`config.mk`:
```
export PLATFORM = sky130hd
export DESIGN_NAME = inst_fetch_resp
export DESIGN_NICKNAME = d
export VERILOG_FILES = /design/src/rtl/inst_fetch_resp_pkg.sv /design/src/rtl/inst_fetch_resp.sv
export SDC_FILE = /design/constraint.sdc
export NUM_CORES = 1
export LEC_CHECK = 0
export BUFFER_PORTS_ARGS = -buffer_cell sky130_fd_sc_hd__buf_4
export CORE_MARGIN = 2
export CORE_UTILIZATION = 50
export CTS_BUF_LIST = sky130_fd_sc_hd__clkbuf_16
export CTS_CLUSTER_DIAMETER = 150
export DETAILED_ROUTE_END_ITERATION = 6
export GPL_TIMING_DRIVEN = 0
export PLACE_DENSITY_LB_ADDON = 0.12
export SETUP_SLACK_MARGIN = 0.1
export SLEW_MARGIN = 20
export SYNTH_ARGS = -nofsm -noshare
export SYNTH_HDL_FRONTEND = slang
export SYNTH_SLANG_ARGS = --single-unit
export TNS_END_PERCENT = 50
```
`constraint.sdc`:
```
create_clock -name clk -period 1.95 [get_ports clk]
set_clock_uncertainty 0.05 [all_clocks]
set_input_delay 0.39 -clock clk [delete_from_list [all_inputs] [get_ports clk]]
set_output_delay 0.39 -clock clk [all_outputs]
set_load 0.01 [all_outputs]
```
`src/rtl/inst_fetch_resp_pkg.sv`:
```
// Shared types and helpers for the instruction-fetch responder.
// Holds the FSM encoding and the big-endian byte-lane insert helper.
package inst_fetch_resp_pkg;

    typedef enum logic [0:0] {
        FETCH_IDLE = 1'b0,
        FETCH_RD   = 1'b1
    } fetch_st_t;

    localparam logic [31:0] ZERO_WORD = 32'h0;

    // Beat 0 is the most significant byte of the instruction word.
    function automatic logic [31:0] put_byte(
        input logic [31:0] w,
        input logic [1:0]  cnt,
        input logic [7:0]  b
    );
        logic [31:0] r;
        r = w;
        unique case (cnt)
            2'd0: r[31:24] = b;
            2'd1: r[23:16] = b;
            2'd2: r[15:8]  = b;
            2'd3: r[7:0]   = b;
        endcase
        return r;
    endfunction

endpackage

```
`src/rtl/inst_fetch_resp.sv`:
```
// Instruction-fetch responder: one-word buffer in front of a byte-wide memory.
// Ports: clk/rst, CPU side rom_ce_i/rom_addr_i/rom_data_o/stallreq_o/flush_i, memory side mem_*.
module inst_fetch_resp
    import inst_fetch_resp_pkg::*;
#(
    parameter int ADDR_W = 20
) (
    input  logic              clk,
    input  logic              rst,
    input  logic              rom_ce_i,
    input  logic [31:0]       rom_addr_i,
    output logic [31:0]       rom_data_o,
    output logic              stallreq_o,
    input  logic              flush_i,
    output logic              mem_rd_o,
    output logic [ADDR_W-1:0] mem_addr_o,
    input  logic [7:0]        mem_data_i,
    input  logic              mem_ack_i
);

    fetch_st_t   state;
    logic        buf_valid;
    logic [29:0] buf_tag;
    logic [31:0] buf_data;
    logic [29:0] f_addr;
    logic [1:0]  cnt;
    logic        discard;
    logic [31:0] asm_word;

    logic        hit;
    logic [31:0] next_word;
    logic        unused_bits;

    assign unused_bits = ^rom_addr_i[1:0];
    assign hit         = buf_valid && (buf_tag == rom_addr_i[31:2]);
    assign next_word   = put_byte(asm_word, cnt, mem_data_i);

    // Reset also masks the CPU-side outputs so the pipeline sees no stall.
    always_comb begin
        rom_data_o = ZERO_WORD;
        stallreq_o = 1'b0;
        if (rst && rom_ce_i) begin
            if (hit) begin
                rom_data_o = buf_data;
            end else begin
                stallreq_o = 1'b1;
            end
        end
        mem_rd_o   = (state == FETCH_RD);
        mem_addr_o = '0;
        if (state == FETCH_RD) begin
            mem_addr_o = {f_addr[ADDR_W-3:0], cnt};
        end
    end

    always_ff @(posedge clk) begin
        if (!rst) begin
            state     <= FETCH_IDLE;
            buf_valid <= 1'b0;
            buf_tag   <= '0;
            buf_data  <= ZERO_WORD;
            f_addr    <= '0;
            cnt       <= 2'd0;
            discard   <= 1'b0;
            asm_word  <= ZERO_WORD;
        end else begin
            unique case (state)
                FETCH_IDLE: begin
                    if (flush_i) begin
                        buf_valid <= 1'b0;
                    end
                    if (rom_ce_i && !hit) begin
                        f_addr  <= rom_addr_i[31:2];
                        cnt     <= 2'd0;
                        discard <= 1'b0;
                        state   <= FETCH_RD;
                    end
                end
                FETCH_RD: begin
                    // Flushed fetches still finish so the memory
                    // handshake is never cut mid-beat.
                    if (flush_i) begin
                        discard   <= 1'b1;
                        buf_valid <= 1'b0;
                    end
                    if (mem_ack_i) begin
                        asm_word <= next_word;
                        cnt      <= cnt + 2'd1;
                        if (cnt == 2'd3) begin
                            buf_data  <= next_word;
                            buf_tag   <= f_addr;
                            buf_valid <= !discard && !flush_i;
                            state     <= FETCH_IDLE;
                        end
                    end
                end
            endcase
        end
    end

endmodule

```
==> impl_metrics.env, run 1 <==
export IMPL_cts_max_level=4
export IMPL_grt_overflow=0
export IMPL_final_common_cell="nand2_1"
export IMPL_tns_ns=-23.51
export IMPL_post_place_cells=846
export IMPL_start_util_pct=51.3
export IMPL_num_nets_final=781
export IMPL_fp_dieW_um=110
export IMPL_relSlewSlack_pct=64.1
export IMPL_clk_path_buf_depth=2
export IMPL_grt_usage_pct=25.1
export IMPL_yosys_register_bits=121
export IMPL_rsz0062_at_grt="yes"
export IMPL_area_growth_pct=30.6
export IMPL_core_mm2=0.0109
export IMPL_layout_common_cells="nand2_1, dfxtp_1, buf_4"
export IMPL_violations="setup timing"
export IMPL_final_period_utilization_pct=138
export IMPL_async_reset_ff_share_pct=0
export IMPL_synth_avg_cell_area_um2=9.13
export IMPL_max_freq_mhz=371
export IMPL_worst_path_max_fanout=10
export IMPL_period_needed_ns=2.70
export IMPL_leakage_nw=3.39
export IMPL_critPathRequiredTime_ns=1.51
export IMPL_whs_ns=0.118
export IMPL_tightest_slew_ns=0.539
export IMPL_clock_sinks=121
export IMPL_insertion_delay_ns=0.41
export IMPL_via_per_inst=5.23
export IMPL_clk_pin_slew_ns=0.05
export IMPL_hpwl_um=10100
export IMPL_start_kind="flip-flop"
export IMPL_clock_root_buffer="clkbuf_16"
export IMPL_ant_nets=0
export IMPL_cap_violations=0
export IMPL_hold_viol_final=0
export IMPL_synth_main_ff_cell="dfxtp_1"
export IMPL_max_vdd_ir_drop_mv=0.431
export IMPL_drt_iter0_markers=228
export IMPL_yosys_warnings=0
export IMPL_routabilityCongestion=0.794
export IMPL_synth_edff_count=0
export IMPL_grt_pass1_vias=4540
export IMPL_finalSetupViolCount=33
export IMPL_status="complete, but fails checks"
export IMPL_cts_inserted_buffers=17
export IMPL_wire_per_inst_um=16.3
export IMPL_worst_setup_path_end_kind="output port"
export IMPL_synth_distinct_cells=27
export IMPL_diodes=0
export IMPL_syn_area_mm2=0.00559
export IMPL_synth_net_count=661
export IMPL_arrival_ns=2.26
export IMPL_dpl_cell_area_mm2=0.00650
export IMPL_path_class="reg2out"
export IMPL_syn_inst=612
export IMPL_power_density_mw_per_mm2=773
export IMPL_grt_pass1_wl_um=22600
export IMPL_setup_ws_ns=-0.747
export IMPL_die_area_mm2=0.0120
export IMPL_grt_max_degree=17
export IMPL_antenna_found_initial=0
export IMPL_cts_tree="yes"
export IMPL_holdBufCountCts=0
export IMPL_port_buffers=94
export IMPL_route_detailed_drc=0
export IMPL_pin_count=99
export IMPL_die_height_um=110
export IMPL_ys_seq_area_share_pct=43.4
export IMPL_hp_class="in2reg"
export IMPL_routed_wl_um=14400
export IMPL_num_vias=4605
export IMPL_dr_pass1_iters=4
export IMPL_final_cells=881
export IMPL_final_layout_size_suffix_gt1_share_pct=26.3
export IMPL_finalMaxSlewViolations=0
export IMPL_final_area_mm2=0.00729
export IMPL_num_rows=38
stage by stage:
stage          total power [mW]  utilization (%)  setup WS (ns)
6_report                   5.64             67.0         -0.747
5_1_grt                    5.81             67.0         -0.820
4_1_cts                    5.66             66.5         -0.646
3_5_place_dp               3.07             59.7         -0.649
3_3_place_gp               3.05             59.7         -0.668
2_1_floorplan              2.86                -        -0.0387
sequential cells by signal, summed over array words and instances (netlist names):
signal,count
mem_rd_o,1
cnt,2
buf_data,32
buf_tag,30
asm_word,24
buf_valid,1
f_addr,30
discard,1
per-layer routing:
metal / GRT usage (%) / part of all wire [%] / routed length, µm
met1: 32.8 / 45 / 6510
met2: 40.3 / 46 / 6650
met3: 5.75 / 6.1 / 882
met4: 9.67 / 2.3 / 330
met5: 0 / 0 / 0
critical path, cell delays in order (launching register included):
cell and delay [ns]:
dfxtp_1 0.33, xnor2_2 0.24, nand3_2 0.16, nor4_4 0.34
and4_4 0.36, buf_6 0.15, and2_1 0.13, buf_4 0.12
area by class of cell:
type | count | area (µm²)
well taps | 140 | 175
clock buffers | 17 | 425
fillers | 870 | 3590
clock inverters | 11 | 47.5
multi-input cells | 443 | 3140
repair buffers | 101 | 786
plain buffers | 46 | 273
inverters | 2 | 7.51
flip-flops and latches | 121 | 2440
cells by family (layout without fill, tap and decap cells):
group                    count (synthesis)  in the layout  synth area share (%)
AND/OR/NAND/NOR                        260            260                  22.2
flip-flops                             121            121                  43.4
multiplexers                            79             79                  14.2
AO/OA/AOI/OAI                           69             69                  10.3
buffers and inverters                   48            177                  4.19
XOR/XNOR                                31             31                  4.86
adder cells (fa/ha/maj)                  4              4                 0.896
final timing paths:
check / start / to / slack [ns] / depth (start not counted)
worst max-delay path: buf_tag[16] / rom_data_o[12] / -0.75 / 7
worst min-delay path: flush_i / buf_valid / 0.12 / 2
worst max register to register: buf_tag[16] / f_addr[6] / 0 / 8
worst min register to register: f_addr[23] / buf_tag[23] / 0.40 / 2
synth_stat cells (4+ instances only):
cell        n  share of area [%]
a21boi_0   39                5.2
and2_1     53                5.9
buf_1       7               0.47
buf_2       7               0.63
buf_6       6                1.2
clkbuf_1   26                1.7
dfxtp_1   121                 43
ha_1        4               0.90
mux2i_1    79                 14
nand2_1   161                 11
nand3_1     5               0.45
nand4_1     7               0.78
nor2b_1    24                2.7
o211a_1    25                4.5
xnor2_1    31                4.9
power breakdown:
part / switching [mW] / leakage (nW) / total [mW] / internal (mW)
clock network: 1.03 / 0.253 / 2.58 / 1.54
logic: 0.256 / 2.15 / 0.494 / 0.238
registers: 0.0356 / 0.986 / 2.57 / 2.53
what timing repair did:
item	4_1_cts	5_1_grt
pin swaps	20	12
gates resized for setup	58	15
hold endpoints to repair	0	0
buffers inserted	5	1
gates cloned	1	1
setup endpoints to repair	134	133
(Power assumes the default switching activity.)
==> run 2, diff against run 1 <==
Settings changed: CELL_PAD_IN_SITES_DETAIL_PLACEMENT set to 0, CELL_PAD_IN_SITES_GLOBAL_PLACEMENT set to 1, CORE_UTILIZATION 50 to 38, SETUP_SLACK_MARGIN 0.1 to unset.
==> run 2 against run 1 <==
  * Utilization decreased by 15 points
  * Sequential power about the same
  * Clock-buffer cell count unchanged
  * Critical path depth unchanged
  * Critical path type unchanged
  * The run still ends with setup timing left
  * Sequential share of layout area decreased by 0.93 points
  * Hold slack got worse by 0.0036 ns
  * First-iteration DRC count increased by 4.4%
  * Final area increased by 2.8%
==> impl_metrics.env, run 2 (synthesized netlist as in run 1, its figures left out) <==
export IMPL_status="complete, but fails checks"
export IMPL_violations="setup timing"
export IMPL_finalMaxSlewViolations=0
export IMPL_fin_total_pwr_mw=5.65
export IMPL_die_height_um=125
export IMPL_critPathRequiredTime_ns=1.51
export IMPL_insertion_delay_ns=0.41
export IMPL_grt_max_degree=17
export IMPL_period_needed_ns=2.71
export IMPL_power_density_mw_per_mm2=754
export IMPL_worst_setup_path_end_kind="output port"
export IMPL_slowest_delay_ns=0.40
export IMPL_cap_violations=0
export IMPL_clk_path_buf_depth=2
export IMPL_fin_util_pct=52.0
export IMPL_holdBufCountCts=0
export IMPL_r2r_slack_ns=0.07
export IMPL_grt_pass1_vias=4585
export IMPL_largest_register_ffs=32
export IMPL_cts_max_level=4
export IMPL_route_met3_wl_um=696
export IMPL_max_vdd_ir_drop_mv=0.608
export IMPL_dr_pass1_iters=4
export IMPL_leakage_nw=3.45
export IMPL_final_period_utilization_pct=139
export IMPL_layout_common_cells="nand2_1, dfxtp_1, mux2i_1"
export IMPL_rsz0062_at_grt="yes"
export IMPL_worstHoldPathCells=2
export IMPL_route_detailed_drc=0
export IMPL_die_area_mm2=0.0157
export IMPL_start_util_pct=38.7
export IMPL_final_area_mm2=0.00750
export IMPL_slowest_stage="and4_4"
export IMPL_core_mm2=0.0144
export IMPL_whs_endpoint="buf_valid"
export IMPL_final_layout_size_suffix_gt1_share_pct=27.9
export IMPL_arrival_ns=2.27
export IMPL_routabilityCongestion=0.779
export IMPL_antenna_found_initial=0
export IMPL_worstPathCellList="xnor2_4 -> nand4_1 -> nor4_4 -> and4_4 -> buf_6 -> and2_4 -> buf_6"
export IMPL_diodes=0
export IMPL_wire_per_inst_um=16.4
export IMPL_largest_register="buf_data"
export IMPL_path_class="reg2out"
export IMPL_num_nets_final=781
export IMPL_dpl_cell_area_mm2=0.00656
export IMPL_num_vias=4510
export IMPL_hp_class="in2reg"
export IMPL_tightest_slew_ns=0.577
export IMPL_drt_iter0_markers=238
export IMPL_timing_rr_end="f_addr[26]"
export IMPL_hpwl_um=10700
export IMPL_grt_usage_pct=20.0
export IMPL_num_rows=44
export IMPL_start_kind="flip-flop"
export IMPL_pin_count=99
export IMPL_timing_critical_path_mode_cell="buf_6"
export IMPL_cts_tree="yes"
export IMPL_hold_viol_final=0
export IMPL_met1_length_um=7450
export IMPL_tns_ns=-23.87
export IMPL_via_per_inst=4.87
export IMPL_place_ws_ns=-0.770
export IMPL_rr_startpoint="buf_tag[21]"
export IMPL_clk_pin_slew_ns=0.05
export IMPL_top_layer="met4"
export IMPL_wl_met2_um=6740
export IMPL_ant_nets=0
export IMPL_critical_path_top_delay_family="simple AND/OR/NAND/NOR gates"
export IMPL_worst_path_max_fanout=8
export IMPL_fp_dieW_um=125
export IMPL_reg2reg_depth=8
export IMPL_setup_ws_ns=-0.756
export IMPL_cts_inserted_buffers=17
export IMPL_worst_path_buf_inv=2
export IMPL_final_common_cell="nand2_1"
export IMPL_finalSetupViolCount=33
export IMPL_cp_startpoint="buf_tag[21]"
export IMPL_grt_overflow=0
export IMPL_area_growth_pct=34.2
export IMPL_max_freq_mhz=370
export IMPL_clock_root_buffer="clkbuf_16"
export IMPL_reg_top3="buf_data: 32 flops, buf_tag: 30 flops, f_addr: 30 flops"
export IMPL_relSlewSlack_pct=61.5
export IMPL_clock_sinks=121
export IMPL_grt_pass1_wl_um=24400
export IMPL_port_buffers=94
export IMPL_routed_wl_um=15200
export IMPL_min_from="flush_i"
export IMPL_fillers=1358
[run 2: changes by cell type in the layout (fill, tap and decap cells not counted), moves of 2 or more]
| cell | delta |
|---|---|
| and2_1 | -22 |
| and2_4 | +22 |
| buf_2 | -4 |
| buf_4 | -24 |
| buf_6 | +26 |
| clkbuf_2 | +2 |
| dfxtp_1 | +6 |
| dfxtp_2 | -8 |
| dfxtp_4 | +2 |
| inv_1 | +3 |
| xnor2_1 | +2 |
| xnor2_2 | -3 |
[run 2: worst max-delay path by stage]
stage	to	slack [ns]	depth (start not counted)
floorplan	rom_data_o[10]	-0.04	6
global placement	rom_data_o[10]	-0.76	8
detailed placement	rom_data_o[9]	-0.77	8
CTS	rom_data_o[3]	-0.77	7
global route	rom_data_o[22]	-0.84	7
finish	rom_data_o[9]	-0.76	7
[run 2: repair_timing]
item	4_1_cts	5_1_grt
setup buffers	1	4
endpoints found under the setup margin	100	99
gates resized for setup	47	70
cloned	2	1
pin swaps	18	30
[run 2: final cells by class]
| cell class | count | area [µm²] | share of cell area, % |
|---|---|---|---|
| multi-input combinational | 443 | 3190 | 42.6 |
| sequential | 121 | 2430 | 32.5 |
| timing repair buffer | 102 | 893 | 11.9 |
| clock buffer | 17 | 425 | 5.68 |
| buffer | 45 | 260 | 3.47 |
| tap | 184 | 230 | 3.07 |
| clock inverter | 13 | 53.8 | 0.718 |
| inverter | 2 | 7.51 | 0.100 |
[run 2: per-stage QoR]
stage	hold slack (ns)	instances
finish	0.114	927
global route	0.0986	927
CTS	0.0833	923
detailed placement	0.400	890
global placement	0.393	890
floorplan	0.385	612
[run 2: where the power goes]
group          total, mW  switching [mW]  internal, mW
Clock               2.60            1.05          1.55
Sequential          2.56          0.0338          2.53
Combinational      0.491           0.256         0.235
Total               5.65            1.34          4.31
[run 2: per-layer routing]
layer,up-vias,track usage (%)
li1,2263,-
met1,2120,28.2
met2,101,29.8
met3,26,4.54
met4,0,7.97
met5,-,0
